--- src/rtl/fetch_sequencer.sv ---
`default_nettype none
// ============================================================================
// Module      : fetch_sequencer
// Description : PC owner and fetch sequencer. It fetches over a req/ack
//               handshake and buffers one instruction towards decode. Branch
//               redirects are applied here. Define FETCH_PERF_CNT_EN to add
//               the performance counters.
// Revision    : 1.0 - initial release
// ============================================================================
module fetch_sequencer #(
   parameter int                ADDR_W   = 32,
   parameter int                DATA_W   = 32,
   parameter logic [ADDR_W-1:0] RESET_PC = '0
) (
   input  logic              clk,
   input  logic              rst_n,
   input  logic              stall,
   input  logic              redirect,
   input  logic [ADDR_W-1:0] redirect_target,
   output logic              imem_req,
   output logic [ADDR_W-1:0] imem_addr,
   input  logic              imem_ack,
   input  logic [DATA_W-1:0] imem_rdata,
   output logic              instr_valid,
   input  logic              instr_ready,
   output logic [DATA_W-1:0] instr_out,
   output logic [ADDR_W-1:0] instr_pc,
   output logic [ADDR_W-1:0] pc_plus4,
   output logic              fault
`ifdef FETCH_PERF_CNT_EN
   ,
   output logic [31:0]       perf_fetch_cnt,
   output logic [31:0]       perf_flush_cnt,
   output logic [31:0]       perf_wait_cnt
`endif
);

   localparam logic [ADDR_W-1:0] c_four = ADDR_W'(4);

   typedef enum logic [2:0] {
      ST_IDLE  = 3'd0,
      ST_REQ   = 3'd1,
      ST_HOLD  = 3'd2,
      ST_DRAIN = 3'd3,
      ST_HALT  = 3'd4
   } state_t;

   state_t              r_state, w_state_nxt;
   logic [ADDR_W-1:0]   r_pc, w_pc_nxt;
   logic [ADDR_W-1:0]   r_drain_addr, w_drain_addr_nxt;
   logic [DATA_W-1:0]   r_instr_out;
   logic [ADDR_W-1:0]   r_instr_pc;
   logic                r_instr_valid, w_valid_nxt;
   logic                r_fault, w_fault_nxt;
   logic                r_halt_pend, w_halt_pend_nxt;
   logic                w_capture;
   logic                w_flush;
   logic                w_redir_take;
   logic                w_misaligned;
   logic                w_in_flight;
   state_t              w_resume;

   assign w_redir_take = redirect && (r_state != ST_HALT) && !r_halt_pend;
   assign w_misaligned = (redirect_target[1:0] != 2'b00);
   assign w_in_flight  = ((r_state == ST_REQ) || (r_state == ST_DRAIN)) && !imem_ack;
   assign w_resume     = stall ? ST_IDLE : ST_REQ;

   always_comb begin
      w_state_nxt      = r_state;
      w_pc_nxt         = r_pc;
      w_drain_addr_nxt = r_drain_addr;
      w_valid_nxt      = r_instr_valid;
      w_fault_nxt      = r_fault;
      w_halt_pend_nxt  = r_halt_pend;
      w_capture        = 1'b0;
      w_flush          = 1'b0;

      case (r_state)
         ST_IDLE: begin
            if (!stall) w_state_nxt = ST_REQ;
         end
         ST_REQ: begin
            if (imem_ack) begin
               w_capture   = 1'b1;
               w_pc_nxt    = r_pc + c_four;
               w_valid_nxt = 1'b1;
               w_state_nxt = ST_HOLD;
            end
         end
         ST_HOLD: begin
            if (instr_ready) begin
               w_valid_nxt = 1'b0;
               w_state_nxt = w_resume;
            end
         end
         ST_DRAIN: begin
            if (imem_ack) w_state_nxt = r_halt_pend ? ST_HALT : w_resume;
         end
         ST_HALT: begin
            w_valid_nxt = 1'b0;
         end
         default: begin
            w_state_nxt = ST_IDLE;
         end
      endcase

      // A redirect overrides the normal flow; memory cannot cancel, so a
      // request without ack is finished in DRAIN at its original address.
      if (w_redir_take) begin
         w_capture   = 1'b0;
         w_valid_nxt = 1'b0;
         w_pc_nxt    = r_pc;
         w_flush     = (r_state == ST_REQ) || ((r_state == ST_HOLD) && !instr_ready);
         if (r_state == ST_REQ) w_drain_addr_nxt = r_pc;
         if (w_misaligned) begin
            w_fault_nxt = 1'b1;
            if (w_in_flight) begin
               w_state_nxt     = ST_DRAIN;
               w_halt_pend_nxt = 1'b1;
            end else begin
               w_state_nxt = ST_HALT;
            end
         end else begin
            w_pc_nxt = redirect_target;
            if (w_in_flight)            w_state_nxt = ST_DRAIN;
            else if (r_state == ST_REQ) w_state_nxt = ST_REQ;
            else                        w_state_nxt = w_resume;
         end
      end
   end

   always_ff @(posedge clk or negedge rst_n) begin
      if (!rst_n) begin
         r_state       <= ST_IDLE;
         r_pc          <= RESET_PC;
         r_drain_addr  <= RESET_PC;
         r_instr_out   <= '0;
         r_instr_pc    <= '0;
         r_instr_valid <= 1'b0;
         r_fault       <= 1'b0;
         r_halt_pend   <= 1'b0;
      end else begin
         r_state       <= w_state_nxt;
         r_pc          <= w_pc_nxt;
         r_drain_addr  <= w_drain_addr_nxt;
         r_instr_valid <= w_valid_nxt;
         r_fault       <= w_fault_nxt;
         r_halt_pend   <= w_halt_pend_nxt;
         if (w_capture) begin
            r_instr_out <= imem_rdata;
            r_instr_pc  <= r_pc;
         end
      end
   end

   assign imem_req    = (r_state == ST_REQ) || (r_state == ST_DRAIN);
   assign imem_addr   = (r_state == ST_DRAIN) ? r_drain_addr : r_pc;
   assign instr_valid = r_instr_valid;
   assign instr_out   = r_instr_out;
   assign instr_pc    = r_instr_pc;
   assign pc_plus4    = r_instr_pc + c_four;
   assign fault       = r_fault;

`ifdef FETCH_PERF_CNT_EN
   logic [31:0] r_fetch_cnt, r_flush_cnt, r_wait_cnt;
   logic        w_wait_evt;

   assign w_wait_evt = imem_req && !imem_ack;

   always_ff @(posedge clk or negedge rst_n) begin
      if (!rst_n) begin
         r_fetch_cnt <= '0;
         r_flush_cnt <= '0;
         r_wait_cnt  <= '0;
      end else begin
         if (w_capture  && (r_fetch_cnt != 32'hFFFF_FFFF)) r_fetch_cnt <= r_fetch_cnt + 32'd1;
         if (w_flush    && (r_flush_cnt != 32'hFFFF_FFFF)) r_flush_cnt <= r_flush_cnt + 32'd1;
         if (w_wait_evt && (r_wait_cnt  != 32'hFFFF_FFFF)) r_wait_cnt  <= r_wait_cnt  + 32'd1;
      end
   end

   assign perf_fetch_cnt = r_fetch_cnt;
   assign perf_flush_cnt = r_flush_cnt;
   assign perf_wait_cnt  = r_wait_cnt;
`else
`endif

endmodule
`default_nettype wire

--- config.mk ---
export PLATFORM = sky130hd
export DESIGN_NAME = fetch_sequencer
export DESIGN_NICKNAME = d
export VERILOG_FILES = /design/src/rtl/fetch_sequencer.sv
export SDC_FILE = /design/constraint.sdc
export NUM_CORES = 1
export LEC_CHECK = 0
export CAP_MARGIN = 25
export CORE_MARGIN = 2
export CORE_UTILIZATION = 50
export DETAILED_ROUTE_END_ITERATION = 10
export DONT_BUFFER_PORTS = 1
export GPL_TIMING_DRIVEN = 0
export PLACE_DENSITY = 0.69
export SLEW_MARGIN = 20
export SYNTH_ARGS = -nofsm -noshare
export SYNTH_HDL_FRONTEND = slang
export SYNTH_SLANG_ARGS = --single-unit
--- constraint.sdc ---
create_clock -name clk -period 2.09 [get_ports clk]
set_input_delay 0.209 -clock clk [delete_from_list [all_inputs] [get_ports clk]]
set_output_delay 0.209 -clock clk [all_outputs]
set_load 0.005 [all_outputs]
==> summary.txt, run 1 <==
Yosys reg bits -> 134
row cnt -> 42
R2R Setup Slk -> 0.07 ns
reg2reg end -> r_pc[22]
r2r startpoint -> r_pc[11]
Area Overhead vs Synth -> 29.0%
Synth async-reset ratio -> 100%
Rel. slew slack -> 70.2%
PnR worst setup slack -> -0.240 ns
synth top area cells -> dfrtp_1 49%, nand2_1 13%, mux2_2 10%
Mapped Cells -> 744
commonest non-fill, non-tap cell in the layout -> nand2_1
Final setup viols -> 16
global route overflow -> 0
fin. max-slew vios -> 0
worst vdd ir -> 0.000725 V
Fmax -> 429 MHz
DRT Pass-1 Iters -> 5
initial DRC count -> 499
Worst Hold Margin -> -0.518 ns
antenna violations before repair -> 0
Hold WC Path Type -> in -> async
Synth Flop Type -> dfrtp_1
Synth top area share -> 48.7%
All-Layer GR Usage -> 27.0%
Least-Margin Pin Slew -> 0.448 ns
Mapped Area -> 6890 um^2
CP Max Fanout -> 5
CTS tree -> yes
area leader, netlist -> dfrtp_1
Initial Util -> 51.6%
Crit path required time -> 1.88 ns
largest net degree at the start of global routing -> 135
DP Cell Count -> 920
final total power -> 11.5 mW
proportion of layout cells with a drive suffix above 1 -> 28.5%
Worst setup SP type -> flop
syn_nets -> 816
DRC Markers -> 0
WL/cell -> 19.5 um
Diodes inserted -> 0
Antenna Nets Post-Route -> 0
Power Dens Cells -> 1290 nW/um^2
most frequent cells in the layout -> 231 x nand2_1, 112 x dfrtp_1, 64 x mux2_2
final cycle utilization of the critical path -> 111%
die width -> 121 um
Hold Fails Final Rpt -> 134
Clock Root Buffer -> clkbuf_16
Bufs on Longest Clock Path -> 2
die height -> 121 um
CTS sink count -> 134
die area -> 14700 um^2
RSZ-0062 raised after global routing -> true
CP endpoint kind -> primary output
Post-synth EDFFs -> 0
Mean Syn Cell Area -> 9.26 um^2
Inserted Clock Buffers -> 17
clk_skew -> 0.00591 ns
Clock Pin Slew Worst Setup and Hold Paths -> 0.06 ns
Leak -> 4.21 nW
Setup crit end -> pc_plus4[31]
Final Non-Filler Cells -> 1030
Avg Vias per Cell -> 5.87
maxcap violations -> 0
sequential area share after synthesis -> 48.7%
core area -> 13300 um^2
H-tree depth -> 4
failing checks -> hold timing, setup timing
Post-DP HPWL -> 13000 um
Fillers -> 1042
Final min period -> 2.33 ns
gpl congestion -> 0.856
Port Buffer Count -> 0
io pins -> 201
drt total wl -> 20100 um
Layout Nets -> 914
Crit. Startpoint -> instr_pc[12]
worst reg-to-reg path cell count -> 5
post-synthesis cell type count -> 59
clk_lat worst skew -> 0.42 ns
routed vias -> 6042
Syn. warnings -> 0
Hold Buf Count CTS -> 45
Worst Setup Path Type -> reg -> out
first-pass GRT wire length -> 30700 um
status -> complete, but fails checks
WP data arrival -> 2.12 ns
vias in the first global route -> 5888
[final cells by class]
class | instances | area, um^2 | area share (%)
Inverter | 7 | 28.8 | 0.324
Timing Repair Buffer | 81 | 783 | 8.82
Multi-Input combinational cell | 556 | 3570 | 40.2
Clock buffer | 21 | 450 | 5.07
Clock inverter | 10 | 130 | 1.46
Buffer | 45 | 319 | 3.59
Tap cell | 176 | 220 | 2.48
Sequential cell | 134 | 3380 | 38.1
[synthesized netlist by cell type, drive strengths merged (3+ instances only)]
library cell  instances
nand2               239
dfrtp               134
mux2                 64
nor2                 36
buf                  35
a21oi                30
nand3                26
xnor2                19
o21ai                15
clkbuf               12
nand4                12
and3                  9
xor2                  9
o22ai                 8
and4                  7
inv                   7
nor3                  7
nor4                  7
o311ai                7
and2                  6
or3                   5
or4                   5
a31oi                 4
nand2b                4
o22a                  4
a211oi                3
a2bb2oi               3
o32ai                 3
[registers in the layout, summed over array words and instances (netlist names)]
register and count:
instr_valid 1, r_pc 32, r_drain_addr 32, fault 1, r_halt_pend 1, instr_out 32, instr_pc 32, r_state 3
[logic make-up after synthesis]
| kind of cell | count (synthesis) | share of synthesized area (%) |
|---|---|---|
| muxes | 66 | 10.8 |
| DFF | 134 | 48.7 |
| xor gates and xnor gates | 28 | 3.56 |
| buffers and inverters | 54 | 3.71 |
| and+or+nand+nor | 370 | 24.4 |
| adders and majority gates | 2 | 0.363 |
| AOI/OAI and AO/OA | 90 | 8.54 |
[through the flow]
step / setup WS, ns / utilization (%) / cell area [um^2] / TNS [ns]
after CTS: -0.277 / 63.6 / 8490 / -2.42
after global placement: -0.446 / 53.3 / 7110 / -22.97
after floorplan: 0.0827 / - / 6890 / 0
after global routing: -0.336 / 66.6 / 8880 / -4.05
after detailed placement: -0.491 / 53.3 / 7110 / -25.04
final: -0.240 / 66.6 / 8880 / -2.46
[worst max-delay path, stage by stage, from the launching register on]
cell,delay (ns)
dfrtp_2,0.44
nand4_1,0.12
buf_6,0.15
nor4_4,0.39
and4_4,0.30
nand4_1,0.11
xnor2_1,0.19
[where the power goes]
part           switching, mW  total, mW  internal, mW
registers               1.36       5.08          3.72
logic                   1.77       3.40          1.64
clock network           1.08       2.97          1.89
total                   4.21       11.5          7.24
[what timing repair did]
action / in CTS / in global routing
endpoints found under the setup margin: 142 / 142
gates resized for setup: 50 / 75
gates cloned: 0 / 2
pin swaps: 16 / 18
hold endpoints to repair: 179 / 134
buffers inserted: 20 / 14
[worst min path at each step]
stage	to	slack, ns	depth (start not counted)
2_1_floorplan	fault	-0.09	0
3_3_place_gp	instr_pc[1]	-0.08	0
3_5_place_dp	instr_pc[0]	-0.08	0
4_1_cts	r_drain_addr[9]	-0.53	0
5_1_grt	instr_pc[2]	-0.54	0
6_report	instr_pc[0]	-0.52	0
[per-layer routing]
metal | vias up | wire length, um | track usage (%)
met5 | - | 0 | 0
met4 | 0 | 392 | 9.20
met3 | 31 | 1300 | 6.95
met2 | 260 | 10200 | 44.3
met1 | 2987 | 8180 | 35.0
li1 | 2764 | - | -
Note: power is estimated with default switching activity, not from simulation.
==> inputs of run 2 (changes only) <==
Settings changed: CORE_MARGIN 2 to 4.
==> run 2 against run 1 <==
The run still ends with hold timing, setup timing left. Global-route usage fell by 1.8 points. Critical path depth increased by 2. Wire length barely moved. Clock skew grew 0.0017 ns. Die area increased by 6.7%. Count of clock-buffer cells in the layout is 2 higher. Clock power hardly changed. Largest cell class unchanged.
==> summary.txt, run 2 (same netlist as run 1, synthesis figures left out) <==
Avg Vias per Cell -> 5.90 (was 5.87)
antenna violations before repair -> 0 (unchanged)
first-pass GRT wire length -> 31700 um (was 30700 um)
WL/cell -> 19.6 um (was 19.5 um)
All-Layer GR Usage -> 25.3% (was 27.0%)
Post-DP HPWL -> 13600 um (was 13000 um)
worst vdd ir -> 0.000658 V (was 0.000725 V)
PnR worst setup slack -> -0.279 ns (was -0.240 ns)
most used cell, CP -> buf_4 (was nand4_1)
final total power -> 11.3 mW (was 11.5 mW)
routed vias -> 6034 (was 6042)
CP max stage delay -> 0.44 ns (about the same)
commonest non-fill, non-tap cell in the layout -> nand2_1 (unchanged)
Diodes inserted -> 0 (unchanged)
Crit path required time -> 1.88 ns (about the same)
io pins -> 201 (unchanged)
final cycle utilization of the critical path -> 113% (was 111%)
Worst Setup Path Type -> reg -> out (unchanged)
CP Max Fanout -> 7 (was 5)
Final Util -> 65.9% (was 66.6%)
Power Dens Cells -> 1290 nW/um^2 (about the same)
Clock Pin Slew Worst Setup and Hold Paths -> 0.06 ns (about the same)
die height -> 125 um (was 121 um)
die area -> 15700 um^2 (was 14700 um^2)
worst-path cell chain -> nand4_1 -> buf_6 -> nor4_4 -> buf_4 -> and4_4 -> buf_4 -> nand2_4 -> xnor2_2 (was nand4_1 -> buf_6 -> nor4_4 -> and4_4 -> nand4_1 -> xnor2_1)
Hold Buf Count CTS -> 46 (was 45)
Least-Margin Pin Slew -> 0.560 ns (was 0.448 ns)
maxcap violations -> 0 (unchanged)
Final setup viols -> 17 (was 16)
die width -> 125 um (was 121 um)
CTS tree -> yes (unchanged)
clk_skew -> 0.00757 ns (was 0.00591 ns)
Hold Fails Final Rpt -> 134 (unchanged)
Bufs on Longest Clock Path -> 2 (unchanged)
failing checks -> hold timing, setup timing (unchanged)
gpl congestion -> 0.870 (was 0.856)
Worst setup SP type -> flop (unchanged)
most frequent cells in the layout -> 232 x nand2_1, 114 x dfrtp_1, 64 x mux2_2 (was 231 x nand2_1, 112 x dfrtp_1, 64 x mux2_2)
Clock Root Buffer -> clkbuf_16 (unchanged)
drt total wl -> 20100 um (about the same)
Critical-path top delay cell -> dfrtp_2 (unchanged)
proportion of layout cells with a drive suffix above 1 -> 27.6% (was 28.5%)
Layout Nets -> 906 (was 914)
WP data arrival -> 2.16 ns (was 2.12 ns)
Inserted Clock Buffers -> 17 (unchanged)
CTS sink count -> 134 (unchanged)
DRC Markers -> 0 (unchanged)
status -> complete, but fails checks (unchanged)
Hold WC Path Type -> in -> async (unchanged)
vias in the first global route -> 5986 (was 5888)
CP endpoint kind -> primary output (unchanged)
fin area -> 8800 um^2 (was 8880 um^2)
global route overflow -> 0 (unchanged)
RSZ-0062 raised after global routing -> true (unchanged)
DRT Pass-1 Iters -> 5 (unchanged)
H-tree depth -> 4 (unchanged)
Antenna Nets Post-Route -> 0 (unchanged)
Final min period -> 2.37 ns (was 2.33 ns)
clk_lat worst skew -> 0.42 ns (about the same)
Placement Cell Area -> 7110 um^2 (unchanged)
Initial Util -> 51.6% (unchanged)
Leak -> 4.15 nW (was 4.21 nW)
fin. max-slew vios -> 0 (unchanged)
Worst Hold Margin -> -0.514 ns (was -0.518 ns)
Setup WS pre-CTS -> -0.537 ns (was -0.491 ns)
largest net degree at the start of global routing -> 135 (unchanged)
initial DRC count -> 402 (was 499)
core area -> 13300 um^2 (unchanged)
Rel. slew slack -> 62.7% (was 70.2%)
row cnt -> 42 (unchanged)
Area Overhead vs Synth -> 27.7% (was 29.0%)
Port Buffer Count -> 0 (unchanged)
Fmax -> 422 MHz (was 429 MHz)
## run 2: through the flow
| stage | std cells | TNS [ns] |
|---|---|---|
| 2_1_floorplan | 744 | 0 |
| 3_3_place_gp | 920 | -23.29 |
| 3_5_place_dp | 920 | -27.58 |
| 4_1_cts | 1018 | -2.41 |
| 5_1_grt | 1023 | -4.96 |
| 6_report | 1023 | -2.43 |
## run 2: path summary, 6_finish.rpt
kind                            slack, ns                 from  depth (start not counted)               end
worst max-delay path                -0.28          instr_pc[9]                          8      pc_plus4[27]
worst min register to register       0.50     r_drain_addr[17]                          1  r_drain_addr[17]
max in group asynchronous            2.33                rst_n                          0      instr_pc[12]
min in group clk                     0.01  redirect_target[25]                          2          r_pc[25]
worst max register to register       0.04           r_state[1]                          7        r_state[0]
worst min-delay path                -0.51                rst_n                          0       instr_pc[2]
## run 2: repair_timing
action	4_1_cts	5_1_grt
gates resized for setup	58	62
setup endpoints to repair	142	137
hold endpoints to repair	180	134
buffers inserted	20	8
gates cloned	0	1
pin swaps	15	16
## run 2: metal layers
metal  GRT usage, %  wire (um)  up-vias
met1           32.0       8120     2960
met2           41.3       9870      289
met3           7.42       1490       47
li1               -          -     2738
met5              0          0        -
met4           9.57        594        0
## run 2: where the power goes
group / switching, mW / leakage [nW] / internal [mW]
sequential: 1.36 / 1.70 / 3.72
combinational: 1.73 / 2.16 / 1.53
clock: 1.07 / 0.285 / 1.90
total: 4.16 / 4.15 / 7.15
## run 2: final cells by class
type,instances,area (um^2)
clock inverters,9,126
well taps,176,220
fillers,1044,4550
flip-flops and latches,134,3380
clock buffers,23,458
inverters,7,26.3
repair buffers,73,692
plain buffers,45,293
multi-input cells,556,3600
## run 2: critical path, delay by kind of cell, from the launching register on
kind | cells | cell delay [ns]
buffers and inverters | 3 | 0.45
DFF | 1 | 0.44
and+or+nand+nor | 4 | 0.70
xor gates and xnor gates | 1 | 0.17
